[config.mk]
export PLATFORM = sky130hd
export DESIGN_NAME = baseline_tracker
export DESIGN_NICKNAME = d
export VERILOG_FILES = /design/src/rtl/baseline_tracker.sv
export SDC_FILE = /design/constraint.sdc
export NUM_CORES = 1
export LEC_CHECK = 0
export CAP_MARGIN = 20
export CORE_MARGIN = 4
export CORE_UTILIZATION = 60
export DETAILED_ROUTE_END_ITERATION = 7
export PLACE_DENSITY = 0.78
export RECOVER_POWER = 25
export SLEW_MARGIN = 10
export SYNTH_ARGS = -nofsm -noshare
export SYNTH_HDL_FRONTEND = slang
export SYNTH_SLANG_ARGS = --single-unit
[constraint.sdc]
create_clock -name clk -period 12.8 [get_ports clk]
set_input_delay 1.28 -clock clk [delete_from_list [all_inputs] [get_ports clk]]
set_output_delay 1.28 -clock clk [all_outputs]
set_load 0.005 [all_outputs]
[src/rtl/baseline_tracker.sv]
// baseline_tracker: per-channel EMA baseline with pulse hold-off; optional macro BLR_CLAMP_EN clamps negative residuals to 0
module baseline_tracker #(
  parameter int DATA_W  = 14,
  parameter int NCH     = 4,
  parameter int K_SHIFT = 4,
  parameter int FRAC_W  = 8,
  parameter int HOLDOFF = 16,
  localparam int CH_W   = NCH > 1 ? $clog2(NCH) : 1
) (
  input  logic              clk,
  input  logic              rst_n,
  input  logic              in_valid,
  input  logic [CH_W-1:0]   in_ch,
  input  logic [DATA_W-1:0] in_data,
  input  logic [DATA_W-1:0] thresh,
  input  logic              bl_clear,
  output logic              out_valid,
  output logic [CH_W-1:0]   out_ch,
  output logic [DATA_W:0]   out_data,
  output logic [DATA_W-1:0] out_baseline,
  output logic              out_hold
);
  localparam int AW = DATA_W + FRAC_W;
  typedef enum logic [1:0] {INIT, TRACK, HOLD} st_t;
  logic [AW-1:0] acc [NCH];
  st_t st [NCH];
  logic [7:0] cnt [NCH];
  logic ok, init, trk, hi, o_hold;
  st_t cs, n_st;
  logic [AW-1:0] ca, tgt, n_acc;
  logic [7:0] cc, n_cnt;
  logic [DATA_W-1:0] base, o_bl;
  logic signed [DATA_W:0] res, o_res;
  logic signed [AW:0] diff, upd;
  logic s1_v, s1_h;
  logic [CH_W-1:0] s1_ch;
  logic [DATA_W:0] s1_res;
  logic [DATA_W-1:0] s1_bl;
  always_comb begin
    ok = in_valid && (32'(in_ch) < NCH);
    cs = bl_clear ? INIT : st[in_ch];
    ca = acc[in_ch];
    cc = cnt[in_ch];
    base = ca[AW-1:FRAC_W];
    res = $signed({1'b0, in_data}) - $signed({1'b0, base});
    hi = res > $signed({1'b0, thresh});
    tgt = {in_data, {FRAC_W{1'b0}}};
    // the step lies between acc and tgt, so the sum cannot leave [0, tgt_max]
    diff = $signed({1'b0, tgt}) - $signed({1'b0, ca});
    upd = $signed({1'b0, ca}) + (diff >>> K_SHIFT);
    init = cs == INIT;
    trk = cs == TRACK;
    n_acc = init ? tgt : (trk && !hi) ? upd[AW-1:0] : ca;
    n_cnt = init ? cc : hi ? 8'(HOLDOFF) : trk ? cc : cc - 8'd1;
    n_st = init ? TRACK : hi ? HOLD : trk ? TRACK : (cc <= 8'd1) ? TRACK : HOLD;
    o_hold = !init && (hi || !trk);
    o_res = init ? '0 : res;
    o_bl = init ? in_data : base;
  end
  always_ff @(posedge clk) begin
    if (!rst_n) begin
      for (int i = 0; i < NCH; i++) begin
        acc[i] <= '0;
        st[i] <= INIT;
        cnt[i] <= '0;
      end
      s1_v <= 1'b0;
      s1_ch <= '0;
      s1_res <= '0;
      s1_bl <= '0;
      s1_h <= 1'b0;
      out_valid <= 1'b0;
      out_ch <= '0;
      out_data <= '0;
      out_baseline <= '0;
      out_hold <= 1'b0;
    end else begin
      for (int i = 0; i < NCH; i++)
        if (bl_clear) st[i] <= INIT;
      if (ok) begin
        st[in_ch] <= n_st;
        acc[in_ch] <= n_acc;
        cnt[in_ch] <= n_cnt;
      end
      s1_v <= ok;
      s1_ch <= in_ch;
      s1_res <= o_res;
      s1_bl <= o_bl;
      s1_h <= o_hold;
      out_valid <= s1_v;
      out_ch <= s1_ch;
`ifdef BLR_CLAMP_EN
      out_data <= s1_res[DATA_W] ? '0 : s1_res;
`else
      out_data <= s1_res;
`endif
      out_baseline <= s1_bl;
      out_hold <= s1_h;
    end
  end
endmodule

==> flow_metrics.env, run 1 <==
export IMPL_vias=7382
export IMPL_critPathCaptureType="flop"
export IMPL_cp_slowest_cell="a311oi_1"
export IMPL_cp_start_kind="input port"
export IMPL_clock_sinks=194
export IMPL_layout_drive_gt1_share=0.0868
export IMPL_cts_tree="built"
export IMPL_status="finished, violations left"
export IMPL_powerDensity_mw_per_mm2=151
export IMPL_worstPathCellList="clkdlybuf4s50_1 > buf_4 > mux4_2 > inv_1 > ha_1 > a21oi_1 > o21ai_0 > a311oi_1 > o21ai_0 > a31oi_1 > ha_1 > a21oi_1 > nor2b_1 > a211oi_1 > o21ai_0 > a211oi_1 > xnor3_1 > o221ai_2 > nor2_1"
export IMPL_routedWlPerCell_um=20.1
export IMPL_avgSynthCellArea_um2=10.9
export IMPL_fillers=1296
export IMPL_wl_um=24600
export IMPL_intPower_w=0.00122
export IMPL_grt_pass1_vias=7299
export IMPL_rrSetupSlack_ns=7.05
export IMPL_grt_antenna_before_repair=0
export IMPL_final_cells=1222
export IMPL_reg2reg_depth=17
export IMPL_vias_per_cell=6.04
export IMPL_finalCoreUtilization=0.699
export IMPL_grt_pass1_wl_um=39200
export IMPL_tns_ns=0
export IMPL_violations="max-capacitance violations, max-slew violations"
export IMPL_pwr_share_seq=0.404
export IMPL_antenna_cells=0
export IMPL_start_util=0.616
export IMPL_gp_congestion=0.992
export IMPL_hold_ws_ns=0.430
export IMPL_tightestPinTransition_ns=2.52
export IMPL_place_ws_ns=5.39
export IMPL_crit_fanout=38
export IMPL_slew_viol_final=71
export IMPL_path_buf_inv=3
export IMPL_io_buffer_count=66
export IMPL_yosysWarnings=0
export IMPL_grt_max_degree=71
export IMPL_min_period_ns=7.09
export IMPL_p_clk_frac=0.318
export IMPL_cts_max_level=4
export IMPL_final_common_cell="nor2_1"
export IMPL_slowest_delay_ns=0.65
export IMPL_synthCells=944
export IMPL_synth_fp_nets=1033
export IMPL_io_pins=67
export IMPL_postCtsHoldBufs=0
export IMPL_dp_hpwl_um=17300
export IMPL_rr_startpoint="acc[1][17]"
export IMPL_synthArstFlopShare=0
export IMPL_numCtsBuffers=17
export IMPL_area_growth_pct=13.5
export IMPL_core_area_mm2=0.0166
export IMPL_setup_viol_count_final=0
export IMPL_die_y_um=139
export IMPL_arrival_ns=7.24
export IMPL_initialDrtViolationCount=755
export IMPL_final_cell_mix="136 x nor2_1, 128 x edfxtp_1, 66 x dfxtp_1"
export IMPL_worst_ep_required_time_ns=12.95
export IMPL_globalRouteOverflowTotal=0
export IMPL_p_sw_w=0.000541
export IMPL_clkTransAtPathRegs_ns=0.07
export IMPL_period_share=0.554
export IMPL_die_width_um=139
export IMPL_critPathTopFamily="compound AO/OA/AOI/OAI gates"
export IMPL_synth_ff_type="edfxtp_1"
export IMPL_hold_viol_final=0
export IMPL_cap_violations=1
export IMPL_min_delay_worst_endpoint="out_baseline[3]"
export IMPL_finalWorstSetupSlack_ns=5.71
export IMPL_rows=47
export IMPL_dieArea_mm2=0.0192
export IMPL_root_buffer="clkbuf_16"
export IMPL_yosysSeqAreaShare=0.504
export IMPL_cts_setup_buffers=0
export IMPL_hold_depth=1
export IMPL_ys_seq_elements=194
export IMPL_globalRouteTotalUtil=0.257
export IMPL_synth_edff_count=128
export IMPL_route_detailed_drc=0
export IMPL_fin_nets=1078
export IMPL_finClkSkew_ns=0.0144
export IMPL_clockBufferDepth=2
export IMPL_syn_area_mm2=0.0102
export IMPL_ir_drop_uv=102
export IMPL_critPathKind="in2reg"
export IMPL_sw_frac_of_total=0.307
export IMPL_grt_setup_unrepaired="no"
export IMPL_min_path_type="reg2reg"
export IMPL_crit_path_frequent_cell="o21ai_0"
export IMPL_firstDrtPassIters=6
export IMPL_leakagePower_nw=4.76
export IMPL_ctsResizeCount=0
export IMPL_clk_latency_ns=0.44
export IMPL_p_comb_frac=0.278
export IMPL_timing_fmax_mhz=141
export IMPL_synth_cell_type_count=60
export IMPL_reg2reg_to="acc[1][21]"
export IMPL_hold_start="s1_bl[3]"
export IMPL_relSlewSlack=-0.677
export IMPL_dp_cells=1190
export IMPL_ant_nets=0
[area by class of cell]
cell class                 instances  area (um2)  share of cell area
timing repair buffer              72         688              0.0591
inverter                          53         199              0.0171
clock buffer                      19         443              0.0381
multi-input combinational        651        4690               0.403
tap                              220         275              0.0237
clock inverter                    13         174              0.0149
sequential                       194        5160               0.444
[worst reg2reg max path, delay by kind of cell (launching register included)]
family	cells	cell delay, ns
XOR/XNOR	1	0.28
multiplexers	1	0.54
buffers and inverters	1	0.09
AO/OA/AOI/OAI	10	3.21
adder cells (fa/ha/maj)	2	0.80
flip-flops	1	0.38
AND/OR/NAND/NOR	2	0.20
[metal layers]
layer  vias up  global-route usage  part of all wire
met3        48              0.0434             0.079
met4         0              0.0783             0.021
met1      3542               0.364              0.43
li1       3456                   -                 -
met5         -                   0                 0
met2       336               0.411              0.47
[power groups by stage]
stage | clock (W) | combinational, W | sequential [W]
6_report | 0.000560 | 0.000490 | 0.000713
5_1_grt | 0.000591 | 0.000534 | 0.000715
4_1_cts | 0.000562 | 0.000483 | 0.000713
3_5_place_dp | 0 | 0.000476 | 0.000727
3_3_place_gp | 0 | 0.000475 | 0.000724
2_1_floorplan | 0 | 0.000355 | 0.000723
[registers in the layout, summed over array words and instances (netlist names), 2 cells and up]
signal        flops
acc              88
cnt              32
out_data         15
s1_res           15
out_baseline     14
s1_bl            14
st                8
out_ch            2
s1_ch             2
[stage by stage]
step	total power (W)	area, um2
after floorplan	0.00108	10200
after global routing	0.00184	11600
after CTS	0.00176	11600
after detailed placement	0.00120	11000
after global placement	0.00120	11000
final	0.00176	11600
[synth_stat cells, types with 7 or more instances]
library cell | instances | share of area
o21ai_0 | 22 | 0.011
or2_2 | 7 | 0.0043
clkbuf_1 | 27 | 0.0099
a211oi_1 | 7 | 0.0051
ha_1 | 53 | 0.065
nand2_1 | 55 | 0.020
nand2b_1 | 8 | 0.0049
nand3_1 | 25 | 0.012
nor3_1 | 19 | 0.0093
and2_1 | 39 | 0.024
edfxtp_1 | 128 | 0.38
buf_2 | 12 | 0.0059
mux4_2 | 32 | 0.070
nor2_1 | 137 | 0.050
a21oi_1 | 46 | 0.022
dfxtp_1 | 66 | 0.13
a21o_1 | 22 | 0.016
xor2_1 | 15 | 0.013
inv_1 | 52 | 0.019
mux2i_1 | 13 | 0.013
a31oi_1 | 8 | 0.0049
and3_1 | 20 | 0.012
xnor2_1 | 35 | 0.030
nor2b_1 | 15 | 0.0092
[kinds of logic (layout without fill, tap and decap cells)]
group	count (synthesis)	after routing	synth area share
flip-flops	194	194	0.504
AO/OA/AOI/OAI	153	153	0.0969
adder cells (fa/ha/maj)	55	55	0.0686
XOR/XNOR	51	51	0.0449
AND/OR/NAND/NOR	346	346	0.162
multiplexers	46	46	0.0841
buffers and inverters	99	157	0.0392
[worst max path at each step]
stage | from | end | slack (ns) | depth (start not counted)
after floorplan | in_ch[1] | acc[1][6] | 6.34 | 24
after global placement | in_ch[1] | acc[3][21] | 5.40 | 19
after detailed placement | in_ch[1] | acc[3][21] | 5.39 | 19
after CTS | in_ch[1] | acc[1][21] | 5.83 | 19
after global routing | in_ch[0] | acc[2][13] | 5.37 | 21
final | in_ch[1] | acc[1][21] | 5.71 | 19
(Power assumes the default switching activity.)
==> inputs of run 2 (changes only) <==
==> constraint.sdc (replaced) <==
create_clock -name clk -period 6.8 [get_ports clk]
set_input_delay 0.68 -clock clk [delete_from_list [all_inputs] [get_ports clk]]
set_output_delay 0.68 -clock clk [all_outputs]
set_load 0.005 [all_outputs]
==> flow_metrics.env, run 2 (synthesized netlist as in run 1, its figures left out) <==
export IMPL_status="finished, violations left"
export IMPL_violations="max-capacitance violations, max-slew violations"
export IMPL_ir_drop_uv=195
export IMPL_hold_start="s1_res[7]"
export IMPL_vias_per_cell=6.00
export IMPL_largest_register_ffs=88
export IMPL_rrSetupSlack_ns=1.41
export IMPL_start_util=0.616
export IMPL_fin_nets=1089
export IMPL_ctsResizeCount=0
export IMPL_dieArea_mm2=0.0192
export IMPL_arrival_ns=6.23
export IMPL_grt_pass1_vias=7349
export IMPL_cap_violations=2
export IMPL_numCtsBuffers=17
export IMPL_grt_max_degree=71
export IMPL_hold_viol_final=0
export IMPL_io_pins=67
export IMPL_clk_latency_ns=0.44
export IMPL_worst_ep_required_time_ns=6.96
export IMPL_sw_frac_of_total=0.313
export IMPL_min_delay_worst_endpoint="out_data[7]"
export IMPL_globalRouteOverflowTotal=0
export IMPL_p_clk_frac=0.308
export IMPL_slew_viol_final=103
export IMPL_crit_fanout=14
export IMPL_postCtsHoldBufs=0
export IMPL_rr_startpoint="acc[3][9]"
export IMPL_regMostFlops="acc"
export IMPL_route_detailed_drc=0
export IMPL_initialDrtViolationCount=797
export IMPL_clkTransAtPathRegs_ns=0.07
export IMPL_setup_viol_count_final=0
export IMPL_top_regs="acc x88, cnt x32"
export IMPL_timing_fmax_mhz=165
export IMPL_hold_depth=1
export IMPL_rows=47
export IMPL_gp_congestion=0.964
export IMPL_core_area_mm2=0.0166
export IMPL_powerDensity_mw_per_mm2=280
export IMPL_vias=7393
export IMPL_final_cell_mix="136 x nor2_1, 128 x edfxtp_1, 66 x dfxtp_1"
export IMPL_min_path_type="reg2reg"
export IMPL_p_comb_frac=0.282
export IMPL_tightestPinTransition_ns=2.52
export IMPL_reg2reg_to="acc[2][20]"
export IMPL_tns_ns=0
export IMPL_area_growth_pct=14.1
export IMPL_design_area_mm2=0.0117
export IMPL_p_sw_w=0.00102
export IMPL_intPower_w=0.00225
export IMPL_reg2reg_depth=19
export IMPL_final_common_cell="nor2_1"
export IMPL_cp_start_kind="input port"
export IMPL_grt_pass1_wl_um=38700
export IMPL_relSlewSlack=-0.677
export IMPL_firstDrtPassIters=5
export IMPL_cts_tree="built"
export IMPL_die_y_um=139
export IMPL_layout_drive_gt1_share=0.0948
export IMPL_grt_setup_unrepaired="no"
export IMPL_ant_nets=0
export IMPL_pwr_share_seq=0.410
export IMPL_wl_um=24100
export IMPL_leakagePower_nw=4.77
export IMPL_place_area_mm2=0.0111
export IMPL_antenna_cells=0
export IMPL_period_share=0.892
export IMPL_die_width_um=139
export IMPL_root_buffer="clkbuf_16"
export IMPL_critPathKind="in2reg"
export IMPL_globalRouteTotalUtil=0.255
export IMPL_cts_setup_buffers=0
export IMPL_finClkSkew_ns=0.0104
export IMPL_critPathCaptureType="flop"
export IMPL_io_buffer_count=66
export IMPL_routedWlPerCell_um=19.6
export IMPL_grt_antenna_before_repair=0
export IMPL_total_power_w=0.00327
export IMPL_dp_hpwl_um=17000
export IMPL_cts_max_level=4
export IMPL_clockBufferDepth=2
export IMPL_min_period_ns=6.07
export IMPL_clock_sinks=194
[run 2: cell types whose count changed in the layout (fill, tap and decap cells not counted), sizes merged]
| cell | change |
|---|---|
| clkinvlp | +3 |
| bufinv | -3 |
| clkbuf | +2 |
| clkinv | +1 |
| inv | -3 |
| buf | +11 |
[run 2: worst max-delay path: stages]
cell and delay (ns):
clkdlybuf4s50_1 0.76, buf_4 0.22, buf_4 0.22, mux4_2 0.40, ha_1 0.42, nand3_1 0.11
o21ai_2 0.20, nor2_1 0.15, o21ai_1 0.33, a21oi_1 0.14, xnor2_1 0.24, ha_1 0.35
a21o_1 0.23, a21oi_1 0.14, nor2_1 0.07, nor4_1 0.45, a211oi_1 0.18, or4_1 0.51
a31oi_1 0.32, nor2_1 0.09
[run 2: how the worst max path moves through the flow]
| stage | start | to | slack [ns] | cells after the start |
|---|---|---|---|---|
| after floorplan | in_ch[1] | acc[1][6] | 0.94 | 24 |
| after CTS | in_ch[1] | acc[1][20] | 0.82 | 20 |
| after global routing | in_ch[1] | acc[2][20] | 0.35 | 20 |
| after global placement | in_ch[1] | acc[1][20] | 0.45 | 20 |
| after detailed placement | in_ch[1] | acc[0][20] | 0.37 | 20 |
| final | in_ch[1] | acc[2][20] | 0.73 | 20 |
[run 2: cell type report]
| type | count | area [um2] |
|---|---|---|
| clock inverter | 11 | 148 |
| tap | 220 | 275 |
| sequential | 194 | 5160 |
| inverter | 53 | 199 |
| fill | 1245 | 4950 |
| clock buffer | 21 | 440 |
| timing repair buffer | 83 | 771 |
| multi-input combinational | 651 | 4690 |
[run 2: power groups by stage]
stage / Combinational, W / Sequential [W] / Clock, W
after floorplan: 0.000667 / 0.00136 / 0
after global placement: 0.000896 / 0.00136 / 0
after detailed placement: 0.000900 / 0.00137 / 0
after CTS: 0.000913 / 0.00134 / 0.00102
after global routing: 0.00101 / 0.00135 / 0.00107
final: 0.000923 / 0.00134 / 0.00101
[run 2: through the flow]
stage	setup WS, ns	util	hold WS, ns	instances
global route	0.354	0.703	0.450	1233
floorplan	0.942	-	0.412	944
detailed placement	0.371	0.668	0.417	1201
finish	0.734	0.703	0.433	1233
CTS	0.817	0.703	0.433	1233
global placement	0.448	0.668	0.416	1201
[run 2: layer usage]
metal / vias to the layer above / share of wire / GRT usage
met3: 57 / 0.068 / 0.0476
li1: 3491 / - / -
met1: 3537 / 0.44 / 0.357
met2: 308 / 0.47 / 0.405
met4: 0 / 0.027 / 0.0886
met5: - / 0 / 0
==> patch 1, RTL diff (config.mk and constraints of run 1) <==
Make the reset (`rst_n`) asynchronous in one clocked block.
--- a/src/rtl/baseline_tracker.sv
+++ b/src/rtl/baseline_tracker.sv
@@ -58,5 +58,5 @@
     o_bl = init ? in_data : base;
   end
-  always_ff @(posedge clk) begin
+  always_ff @(posedge clk or negedge rst_n) begin
     if (!rst_n) begin
       for (int i = 0; i < NCH; i++) begin
Behaviour: differs if rst_n is asserted again (counterexample within 4 cycles, from zero or initial values and one cycle with rst_n low); with rst_n held inactive, the same outputs for 4 cycles.
==> patch 1 against run 1 <==
- the flow still finishes with violations (max-capacitance violations, max-slew violations)
- count of clock-buffer cells in the layout up 3
- die area is 0.61% higher
- setup slack better by 200 ps
- fmax up 3.0%
- first-iteration DRC count is 23% lower
- cell area up 0.12%
- hold slack worse by 82 ps
- sequential cell count did not move
- wire length shrank 6.4%
- power is 20% higher
- synthesized area is 0.65% higher
- clock skew fell by 5.1 ps
==> patch 1: results (changes against run 1) <==
First-pass GRT wire length: 38.7 mm (was 39.2 mm)
Slowest cell on the critical path: mux4_2 (was a311oi_1)
Outcome: complete, but fails checks (unchanged)
Top cells by area, synth: dfrtp_1 47%, mux4_2 6.8%, ha_1 6.5%, o21ai_1 6.2%, nand2_1 5.4% (was edfxtp_1 38%, dfxtp_1 13%, mux4_2 7.0%, ha_1 6.5%, nor2_1 5.0%)
Failing checks: max-capacitance violations, max-slew violations (unchanged)
XOR/XNOR share of the synthesized area: 0.0424 (was 0.0449)
Layout Skew: 9.36 ps (was 14.4 ps)
Post-detail-place hpwl: 15.8 mm (was 17.3 mm)
Final slew viol count: 93 (was 71)
Gr usage total: 0.246 (was 0.257)
Final Routed Wirelength: 23.0 mm (was 24.6 mm)
Placement Setup Slack: 5570 ps (was 5390 ps)
Crit path launch: in_ch[0] (was in_ch[1])
Routability cong.: 0.932 (was 0.992)
Nets: 1130 (was 1078)
Worst reg2reg path depth: 21 (was 17)
Clock Tree Buf Depth: 2 (unchanged)
Fill cells: 1291 (was 1296)
Adder-Cell Fraction of Synth Area: 0.0694 (was 0.0686)
Reg-to-reg startpoint: acc[10] (was acc[1][17])
Leakage Power: 5.32 nW (was 4.76 nW)
Asr flop ratio synth: 1.00 (was 0)
Worst r2r dst: acc[43] (was acc[1][21])
Post-synthesis sequential area ratio: 0.471 (was 0.504)
Yosys top cell area share: 0.471 (was 0.375)
Min-Delay Path Class: flip-flop to flip-flop (unchanged)
Synth cell types: 57 (was 60)
Max_cap viols: 1 (unchanged)
R2r setup slk: 7180 ps (was 7050 ps)
Synth Area in Compound Gates: 0.148 (was 0.0969)
CP arrival: 7190 ps (was 7240 ps)
Fmax achieved: 145 MHz (was 141 MHz)
Mux cell area share after synthesis: 0.106 (was 0.0841)
Worst Path Max Fanout: 39 (was 38)
Worst-margin pin slew: 4680 ps (was 2520 ps)
Peak VDD IR: 0.125 mV (was 0.102 mV)
Iter 0 DRT Violations: 580 (was 755)
Pre-antenna DRT Iters: 5 (was 6)
Largest net degree at the start of global routing: 93 (was 71)
[patch 1: cell count changes after synthesis, sizes merged, moves of 13 or more]
cell / before / now
dfxtp: 66 / 0
nand2: 56 / 149
nor3: 19 / 5
and2: 39 / 18
mux2: 1 / 23
o31ai: 5 / 18
nor2: 137 / 25
nand3: 25 / 9
and3: 20 / 7
clkbuf: 27 / 48
dfrtp: 0 / 194
edfxtp: 128 / 0
o21ai: 29 / 133
[patch 1: metrics by stage]
step                      cells  instance area (µm²)  total power [W]  hold WS (ps)
after CTS                  1273                11700          0.00212           350
after global placement     1241                11100          0.00160           332
after floorplan            1000                10300          0.00139           331
final                      1273                11700          0.00212           348
after detailed placement   1241                11100          0.00162           335
after global routing       1273                11700          0.00226           352
[patch 1: cells by family after synthesis]
group / after synthesis
XOR/XNOR: 50
AND/OR/NAND/NOR: 269
flip-flops: 194
buffers and inverters: 104
AO/OA/AOI/OAI: 259
multiplexers: 68
adder cells (fa/ha/maj): 56
[patch 1: report_power, final]
group	switching, W	internal [W]	leakage, nW
clock network	0.000235	0.000261	0.255
registers	0.0000343	0.000693	2.53
logic	0.000516	0.000376	2.54
[patch 1: critical path, delay by kind of cell]
family	cells	cell delay, ps
multiplexers	2	1080
adder cells (fa/ha/maj)	2	670
AO/OA/AOI/OAI	8	1750
XOR/XNOR	1	170
buffers and inverters	3	750
AND/OR/NAND/NOR	7	1440
[patch 1: how the worst min path moves through the flow]
stage | from | end | depth (start not counted)
2_1_floorplan | s1_bl[0] | out_baseline[0] | 0
3_3_place_gp | s1_res[14] | out_data[14] | 0
3_5_place_dp | s1_bl[10] | out_baseline[10] | 0
4_1_cts | s1_bl[2] | out_baseline[2] | 0
5_1_grt | s1_bl[2] | out_baseline[2] | 0
6_report | s1_bl[2] | out_baseline[2] | 0
[patch 1: metal layers]
metal,vias up,global-route usage,part of all wire
met1,3709,0.330,0.44
met2,236,0.412,0.49
li1,3627,-,-
met5,-,0,0
met4,0,0.0680,0.019
met3,34,0.0521,0.058
[patch 1: final cells by class]
type / count / share of cell area
clock buffers: 22 / 0.0398
multi-input cells: 702 / 0.435
flip-flops and latches: 194 / 0.417
repair buffers: 77 / 0.0624
inverters: 48 / 0.0155
clock inverters: 10 / 0.00666
well taps: 220 / 0.0236
==> patch 2, RTL diff (flow settings as in run 1) <==
Without the edit above. `NCH`: 4 -> 8.
--- a/src/rtl/baseline_tracker.sv
+++ b/src/rtl/baseline_tracker.sv
@@ -2,5 +2,5 @@
 module baseline_tracker #(
   parameter int DATA_W  = 14,
-  parameter int NCH     = 4,
+  parameter int NCH     = 8,
   parameter int K_SHIFT = 4,
   parameter int FRAC_W  = 8,
Ports: changed (resized in_ch and out_ch); port bits go from 67 to 69. The function was not compared with the original's and may differ.
==> patch 2 against run 1 <==
- the run still ends with max-capacitance violations, max-slew violations left
- cell area is 55% higher
- fmax is 12% lower
- setup slack worse by 970 ps
- critical path type unchanged
- non-clock buffer count is 23 higher
- power is 55% higher
- synthesized area is 57% higher
- combinational power is 17% higher
- utilization is 0.99 points lower
- clock skew is 6.0 ps higher
- wire length is 75% higher
- sequential cell count is 130 higher
==> patch 2: results (changes against run 1) <==
IO Port Bufs: 68 (was 66)
Vias per cell: 6.33 (was 6.04)
CP arrival: 8300 ps (was 7240 ps)
Final Routed Wirelength: 43.0 mm (was 24.6 mm)
Fill cells: 1890 (was 1296)
Worst Path Max Fanout: 52 (was 38)
Number of global-route vias before repair: 11500 (was 7299)
Gr usage total: 0.292 (was 0.257)
Layout Skew: 20.5 ps (was 14.4 ps)
Reg-to-reg startpoint: acc[2][13] (was acc[1][17])
Routed wl met2: 21.3 mm (was 11.5 mm)
Slowest cell on the critical path: a221oi_2 (was a311oi_1)
Leakage Power: 7.04 nW (was 4.76 nW)
Clk_lat worst skew: 520 ps (was 440 ps)
Routability cong.: 0.913 (was 0.992)
Hold Path Sink: out_baseline[9] (was out_baseline[3])
Outcome: complete, but fails checks (unchanged)
Peak VDD IR: 0.115 mV (was 0.102 mV)
Failing checks: max-capacitance violations, max-slew violations (unchanged)
Synth cell count leaders: 317 x nor2_1, 256 x edfxtp_1, 100 x nand2_1 (was 137 x nor2_1, 128 x edfxtp_1, 66 x dfxtp_1)
H-tree depth: 2 (was 4)
EDFF count, synth: 256 (was 128)
Top cells by area, synth: edfxtp_1 48%, dfxtp_1 8.5%, nor2_1 7.4%, mux4_2 4.9%, ha_1 4.2% (was edfxtp_1 38%, dfxtp_1 13%, mux4_2 7.0%, ha_1 6.5%, nor2_1 5.0%)
Synthesized Nets: 1524 (was 1033)
Max_cap viols: 2 (was 1)
Share of cells above drive strength 1: 0.0968 (was 0.0868)
Worst-margin pin slew: 2530 ps (was 2520 ps)
CTS buffer count: 35 (was 17)
Synth cell types: 73 (was 60)
Max incr delay on CP: 620 ps (was 650 ps)
Post-detail-place hpwl: 27.8 mm (was 17.3 mm)
Clock Tree Buf Depth: 3 (was 2)
Post-synthesis sequential area ratio: 0.563 (was 0.504)
Worst reg2reg path depth: 25 (was 17)
R2r setup slk: 6390 ps (was 7050 ps)
Top sig layer: met5 (was met4)
First-pass GRT wire length: 65.4 mm (was 39.2 mm)
Final slew viol count: 94 (was 71)
Met3 wire length: 4.67 mm (was 1.95 mm)
Iter 0 DRT Violations: 1319 (was 755)
Nets: 1575 (was 1078)
[patch 2: cell count changes in the layout (fill, tap and decap cells not counted), moves of 19 or more]
cell       delta
nor2_1      +181
edfxtp_1    +128
nand2_1      +48
buf_4        +22
clkbuf_16    +19
[patch 2: cells by family (layout without fill, tap and decap cells)]
family | after synthesis | in the layout | synth area share
adder cells (fa/ha/maj) | 56 | 56 | 0.0445
multiplexers | 75 | 75 | 0.0773
XOR/XNOR | 53 | 53 | 0.0289
buffers and inverters | 130 | 205 | 0.0361
AND/OR/NAND/NOR | 560 | 560 | 0.151
flip-flops | 324 | 324 | 0.563
AO/OA/AOI/OAI | 235 | 235 | 0.0988
[patch 2: worst max path at each step]
| stage | start | endpoint | slack [ps] | depth (start not counted) |
|---|---|---|---|---|
| 6_report | in_ch[0] | acc[1][15] | 4740 | 27 |
| 5_1_grt | in_ch[0] | acc[5][2] | 4380 | 26 |
| 4_1_cts | in_ch[0] | acc[1][15] | 4960 | 27 |
| 3_5_place_dp | in_ch[0] | acc[1][15] | 4440 | 27 |
| 3_3_place_gp | in_ch[0] | acc[1][15] | 4520 | 27 |
| 2_1_floorplan | in_ch[2] | acc[5][21] | 6100 | 31 |
[patch 2: power by group]
group / internal, W / switching [W] / total (W) / leakage, nW
Clock: 0.000558 / 0.000398 / 0.000955 / 0.530
Sequential: 0.00118 / 0.0000138 / 0.00120 / 3.23
Combinational: 0.000211 / 0.000364 / 0.000575 / 3.28
Total: 0.00195 / 0.000776 / 0.00273 / 7.04
[patch 2: critical path: cells and delay by family]
| kind | cells | cell delay (ps) |
|---|---|---|
| adders and majority gates | 2 | 840 |
| and+or+nand+nor | 6 | 1270 |
| AOI/OAI and AO/OA | 13 | 2780 |
| buffers and inverters | 5 | 1800 |
| xor gates and xnor gates | 1 | 290 |
[patch 2: final cells by class]
type / count / share of cell area
tap: 335 / 0.0232
timing repair buffer: 95 / 0.0475
inverter: 49 / 0.0102
clock buffer: 48 / 0.0542
sequential: 324 / 0.501
multi-input combinational: 979 / 0.358
clock inverter: 13 / 0.00596
[patch 2: per-layer routing]
| metal | vias to the layer above | GRT usage |
|---|---|---|
| li1 | 5256 | - |
| met1 | 5612 | 0.369 |
| met2 | 693 | 0.503 |
| met3 | 104 | 0.0671 |
| met4 | 2 | 0.0927 |
| met5 | - | 0 |
[patch 2: metrics by stage]
stage	instances	instance area, µm²	setup slack [ps]	power (W)
2_1_floorplan	1433	16100	6100	0.00162
4_1_cts	1843	18100	4960	0.00273
3_3_place_gp	1782	17000	4520	0.00177
5_1_grt	1843	18100	4380	0.00284
6_report	1843	18100	4740	0.00273
3_5_place_dp	1782	17000	4440	0.00178
